==> src/rtl/gpio_bus_arbiter.sv <==
// Round-robin arbiter for the shared GPIO register bus.
// Issues one write-enable pulse per transaction and verifies read-back.
module gpio_bus_arbiter #(
  parameter int NUM_REQ          = 4,
  parameter int READBACK_LATENCY = 2
) (
  input  logic                  clk_i,
  input  logic                  rst_ni,
  input  logic [NUM_REQ-1:0]    req_valid_i,
  input  logic [NUM_REQ-1:0]    req_we_i,
  input  logic [NUM_REQ*5-1:0]  req_addr_i,
  input  logic [NUM_REQ*26-1:0] req_data_i,
  output logic [NUM_REQ-1:0]    req_ready_o,
  output logic [31:0]           gpio_bus_o,
  input  logic [31:0]           gpio_rb_i,
  output logic                  rsp_valid_o,
  output logic [2:0]            rsp_id_o,
  output logic [25:0]           rsp_data_o,
  output logic                  rsp_err_o
);

  typedef enum logic [1:0] {
    IDLE,
    ISSUE,
    WAIT,
    RESP
  } state_e;

  state_e state_q, state_d;

  logic [2:0]  rr_q;
  logic [2:0]  id_q;
  logic        we_q;
  logic [4:0]  addr_q;
  logic [25:0] data_q;
  logic [3:0]  cnt_q;

  logic                  gnt_found;
  logic [2:0]            gnt_idx;
  logic [2:0]            rr_nxt;
  logic [3:0]            cand;
  logic [NUM_REQ-1:0]    vbits;
  logic [NUM_REQ-1:0]    wbits;
  logic [NUM_REQ*5-1:0]  abits;
  logic [NUM_REQ*26-1:0] dbits;
  logic                  we_sel;
  logic [4:0]            addr_sel;
  logic [25:0]           data_sel;
  logic                  rb_last;
  logic                  rb_err;
  logic                  unused_rb;

  localparam logic [NUM_REQ-1:0] ONE = {{(NUM_REQ-1){1'b0}}, 1'b1};

  assign unused_rb = gpio_rb_i[31];
  assign rb_last   = (cnt_q == 4'd1);
  assign rb_err    = (gpio_rb_i[30:26] != addr_q) |
                     (we_q & (gpio_rb_i[25:0] != data_q));

  // First pending requester at or after the rr pointer, wrapping.
  always_comb begin
    gnt_found = 1'b0;
    gnt_idx   = '0;
    cand      = '0;
    vbits     = '0;
    for (int i = 0; i < NUM_REQ; i++) begin
      cand = 4'(rr_q) + 4'(i);
      if (cand >= 4'(NUM_REQ)) cand = cand - 4'(NUM_REQ);
      vbits = req_valid_i >> cand;
      if (!gnt_found && vbits[0]) begin
        gnt_found = 1'b1;
        gnt_idx   = cand[2:0];
      end
    end
  end

  // Select the granted requester's fields and the next rr pointer.
  always_comb begin
    wbits    = req_we_i >> gnt_idx;
    abits    = req_addr_i >> (5 * gnt_idx);
    dbits    = req_data_i >> (26 * gnt_idx);
    we_sel   = wbits[0];
    addr_sel = abits[4:0];
    data_sel = dbits[25:0];
    if (gnt_idx == 3'(NUM_REQ - 1)) rr_nxt = '0;
    else                            rr_nxt = gnt_idx + 3'd1;
  end

  // Accept pulse, only in IDLE and never while reset is asserted.
  always_comb begin
    req_ready_o = '0;
    if (rst_ni && state_q == IDLE && gnt_found)
      req_ready_o = ONE << gnt_idx;
  end

  // Next-state logic.
  always_comb begin
    state_d = state_q;
    unique case (state_q)
      IDLE:    if (gnt_found) state_d = ISSUE;
      ISSUE:   state_d = WAIT;
      WAIT:    if (rb_last) state_d = RESP;
      RESP:    state_d = IDLE;
      default: state_d = IDLE;
    endcase
  end

  // State register.
  always_ff @(posedge clk_i) begin
    if (!rst_ni) state_q <= IDLE;
    else         state_q <= state_d;
  end

  // Transaction latch, bus drive, wait counter and response capture.
  always_ff @(posedge clk_i) begin
    if (!rst_ni) begin
      rr_q        <= '0;
      id_q        <= '0;
      we_q        <= 1'b0;
      addr_q      <= '0;
      data_q      <= '0;
      cnt_q       <= '0;
      gpio_bus_o  <= '0;
      rsp_valid_o <= 1'b0;
      rsp_id_o    <= '0;
      rsp_data_o  <= '0;
      rsp_err_o   <= 1'b0;
    end else begin
      rsp_valid_o <= 1'b0;
      unique case (state_q)
        IDLE: begin
          if (gnt_found) begin
            id_q       <= gnt_idx;
            we_q       <= we_sel;
            addr_q     <= addr_sel;
            data_q     <= data_sel;
            rr_q       <= rr_nxt;
            gpio_bus_o <= {we_sel, addr_sel, data_sel};
          end else begin
            gpio_bus_o[31] <= 1'b0;
          end
        end
        ISSUE: begin
          gpio_bus_o <= {1'b0, addr_q, data_q};
          cnt_q      <= 4'(READBACK_LATENCY);
        end
        WAIT: begin
          cnt_q <= cnt_q - 4'd1;
          if (rb_last) begin
            rsp_valid_o <= 1'b1;
            rsp_id_o    <= id_q;
            rsp_data_o  <= gpio_rb_i[25:0];
            rsp_err_o   <= rb_err;
          end
        end
        default: ;
      endcase
    end
  end

endmodule

==> config.mk <==
export PLATFORM = sky130hd
export DESIGN_NAME = gpio_bus_arbiter
export DESIGN_NICKNAME = d
export VERILOG_FILES = /design/src/rtl/gpio_bus_arbiter.sv
export SDC_FILE = /design/constraint.sdc
export NUM_CORES = 1
export LEC_CHECK = 0
export ABC_CLOCK_PERIOD_IN_PS = 3300
export CORE_MARGIN = 5
export CORE_UTILIZATION = 39
export CTS_CLUSTER_DIAMETER = 40
export CTS_CLUSTER_SIZE = 10
export DETAILED_ROUTE_END_ITERATION = 6
export PLACE_DENSITY_LB_ADDON = 0.12
export SYNTH_ARGS = -nofsm -noshare
export SYNTH_HDL_FRONTEND = slang
export SYNTH_SLANG_ARGS = --single-unit
==> constraint.sdc <==
create_clock -name clk_i -period 3.3 [get_ports clk_i]
set_clock_uncertainty 0.2 [all_clocks]
set_input_delay 0.66 -clock clk_i [delete_from_list [all_inputs] [get_ports clk_i]]
set_output_delay 0.66 -clock clk_i [all_outputs]
set_load 0.05 [all_outputs]
==> summary.md <==
| Metric | Value |
|---|---|
| Status | `finished, violations left` |
| Failing checks | `negative setup slack` |
| Crit-path cells | `inv_4, ha_4, nand2b_4, a211oi_4, nor2_2, a221o_1, o31ai_4, buf_6, ha_4, and3_4, buf_12` |
| Relative slew slack | `0.600` |
| Share of cells above drive strength 1 | `0.158` |
| Total power | `7.51 mW` |
| GPL Wtd Cong | `0.813` |
| Number of max-cap violations | `0` |
| Largest net degree at the start of global routing | `67` |
| Fin crit share | `1.04` |
| Max VDD drop | `0.394 mV` |
| Fillers | `1158` |
| Hold Crit Endpoint | `rsp_id_o[2]$_SDFFE_PN0P_` |
| Post-synthesis sequential area ratio | `0.394` |
| Drt drc | `0` |
| Core ar. | `13800 um2` |
| Crit start category | `flip-flop` |
| Via density | `5.27` |
| Max incr delay on CP | `0.37 ns` |
| Detail Route Antenna Nets | `0` |
| WHS Path Cells | `2` |
| Reg2reg path depth | `14` |
| Final setup fails | `4` |
| Die width | `128 um` |
| Fmax | `290 MHz` |
| R2r endpoint | `gpio_bus_o[17]$_SDFFE_PN0P_` |
| TritonCTS clock tree | `built` |
| Slowest cell on crit path | `dfxtp_4` |
| Initial antenna violation count | `0` |
| Diodes inserted | `0` |
| Vert. Die Dim | `128 um` |
| CP required | `2.44 ns` |
| Switch share | `0.421` |
| Clock share of power | `0.152` |
| Clock transition at path regs | `0.07 ns` |
| Pwr dens | `853 nW/um2` |
| Register Area | `2150 um2` |
| FF-to-FF Start | `rr_q[0]$_SDFFE_PN0P_` |
| HPWL after DPL | `14200 um` |
| Vias in the first global route | `5717` |
| # IOs | `233` |
| Final design utilization | `0.639` |
| Fin cells | `1037` |
| Post-synthesis cell count | `607` |
| Async SR Flop Fraction | `0` |
| Grt total ovfl | `0` |
| Sequential share of power | `0.245` |
| Most frequent CP cell | `ha_4` |
| Initial drt markers | `269` |
| Crit path time final | `3.44 ns` |
| Synth warn | `0` |
| Hold buffer count at cts | `0` |
| Cell area after synthesis | `5440 um2` |
| Area grow syn2layout | `61.6%` |
| Gate power share | `0.603` |
| Core Rows | `43` |
| Hold_sp | `id_q[2]$_SDFFE_PN0P_` |
| Avg Synthesized Cell Area | `8.96 um2` |
| Num CTS Buffers | `9` |
| Max FO, Critical Path | `5` |
| Vias after detailed routing | `5460` |
| Starting density of the core | `0.395` |
| First-pass GRT wire length | `29400 um` |
| Synth Flop Type | `dfxtp_1` |
| Slew at the pin closest to its max-slew limit | `0.598 ns` |
| DR pass1 iterations | `5` |
| Leakage power | `3.42 nW` |
| Placed Instances | `1011` |
| Internal power | `4.35 mW` |
| Post-synth EDFFs | `0` |
| Clk buf depth | `2` |
| Multi-input logic area | `3260 um2` |
| FF+latch count, synth | `107` |
| Class of the worst hold path | `flip-flop to flip-flop` |
| Setup TNS | `-0.513 ns` |
| Per-cell routed wire length | `18.3 um` |
| Buf/Inv on CP | `3` |
| I/O Buffers | `231` |
| Switch Pwr | `3.16 mW` |
| Root buffer selected by CTS | `clkbuf_16` |
| Post-synthesis net count | `783` |
| Clock latency on the worst-skew pair | `0.34 ns` |
| Synth cell types | `46` |
| GRT Util Overall | `0.225` |
| Final #Nets | `1029` |
| Crit path max-delay family | `compound AO/OA/AOI/OAI gates` |
| # clock sinks | `107` |
| Crit. End Element | `primary output` |
| H-Tree Depth | `3` |
| R2R setup slack | `0.11 ns` |
| Slew Viols, Final | `0` |
| RSZ-0062 raised after global routing | `yes` |
| Worst endpoint data arrival time | `2.58 ns` |
| Detailed Route WL | `18900 um` |
| Die Footprint | `16400 um2` |
| Kind of critical path | `flip-flop to primary output` |
| Place WS | `-0.397 ns` |
| Post-route setup slack | `-0.143 ns` |
| Final hold viol count | `0` |
## worst max-delay path by stage
stage	start	end	cells after the start
final	rr_q[0]$_SDFFE_PN0P_	req_ready_o[0]	11
after detailed placement	req_valid_i[2]	req_ready_o[0]	10
after floorplan	rr_q[0]$_SDFFE_PN0P_	req_ready_o[2]	12
after global routing	rr_q[1]$_SDFFE_PN0P_	req_ready_o[0]	11
after global placement	req_valid_i[2]	req_ready_o[0]	10
after CTS	rr_q[0]$_SDFFE_PN0P_	req_ready_o[0]	11
## cells in the mapped netlist (2+ instances only)
cell type | n | area [um2]
buf_2 | 6 | 30.0
a22oi_1 | 29 | 218
o221ai_1 | 2 | 17.5
o21ai_0 | 17 | 85.1
nand2_1 | 101 | 379
buf_4 | 5 | 37.5
o22ai_1 | 30 | 188
inv_1 | 12 | 45.0
buf_1 | 2 | 7.51
mux2i_1 | 69 | 691
and2_1 | 4 | 25.0
mux2_2 | 32 | 360
nor4_1 | 6 | 37.5
o21ai_1 | 22 | 110
ha_1 | 10 | 125
nand3_1 | 5 | 25.0
and3_1 | 5 | 31.3
xnor2_1 | 13 | 114
nand4_1 | 2 | 12.5
nor3_1 | 2 | 10.0
dfxtp_1 | 107 | 2140
xor2_1 | 18 | 158
clkbuf_1 | 29 | 109
nand2b_1 | 4 | 25.0
a21oi_1 | 42 | 210
nor2_1 | 13 | 48.8
## per-stage QoR
stage	cell area, um2	hold slack, ns
final	8790	0.247
after global routing	8790	0.270
after CTS	8740	0.250
after detailed placement	8180	0.241
after global placement	8180	0.244
after floorplan	5480	0.225
## power by group through the flow
stage | clock network (mW) | registers, mW | logic (mW)
after floorplan | 0 | 2.18 | 2.39
after global placement | 0 | 1.84 | 4.04
after detailed placement | 0 | 1.86 | 4.14
after CTS | 1.16 | 1.84 | 4.42
after global routing | 1.20 | 1.88 | 4.87
final | 1.14 | 1.84 | 4.53
## what timing repair did
item,in CTS,in global routing
setup endpoints to repair,4,16
pin swaps,12,3
cloned,0,1
setup buffers,10,1
resized for setup,45,4
hold endpoints to repair,0,0
## state kept, by name (all words and copies together) (netlist names)
name / cells
rr_q: 3
rsp_id_o: 3
we_q: 1
gpio_bus_o: 32
state_q: 2
id_q: 3
addr_q: 5
rsp_valid_o: 1
rsp_data_o: 26
cnt_q: 4
data_q: 26
rsp_err_o: 1
## worst reg2reg max path, stage by stage, from the launching register on
cell      delay, ns
dfxtp_4        0.37
inv_4          0.05
ha_4           0.25
nand2b_4       0.16
a211oi_4       0.29
buf_4          0.17
nor3_4         0.04
a41oi_4        0.25
buf_4          0.18
buf_4          0.10
buf_4          0.21
buf_16         0.21
mux2i_1        0.26
mux2_2         0.22
o22ai_1        0.09
## kinds of logic (layout without fill, tap and decap cells)
logic type	count (synthesis)	after routing	synth area share
compound gates	153	153	0.174
simple gates	148	148	0.117
flops	107	107	0.394
mux	102	102	0.197
buf+inv	56	306	0.0448
xor+xnor	31	31	0.0499
fa+ha+maj	10	10	0.0230
## cell usage in the layout (no fill, tap or decap), drive strengths merged, types with 18 or more instances in the layout
cell type,instances
clkdlybuf4s50,223
dfxtp,107
nand2,101
mux2i,69
buf,50
a21oi,42
o21ai,39
mux2,32
o22ai,30
a22oi,29
xor2,18
## layout make-up
type                            instances  share of cell area
Inverter                               13             0.00583
Clock inverter                          6              0.0104
Sequential cell                       107               0.244
Clock buffer                            9              0.0256
Tap cell                              180              0.0256
Multi-Input combinational cell        444               0.370
Timing Repair Buffer                  278               0.318
## per-layer routing
metal	up-vias	share of wire	GRT usage	wire length, um
li1	2654	-	-	-
met1	2559	0.39	0.249	7340
met5	-	0	0	0
met4	0	0.032	0.0861	614
met2	208	0.51	0.409	9700
met3	39	0.067	0.0617	1280
(Power assumes the default switching activity.)
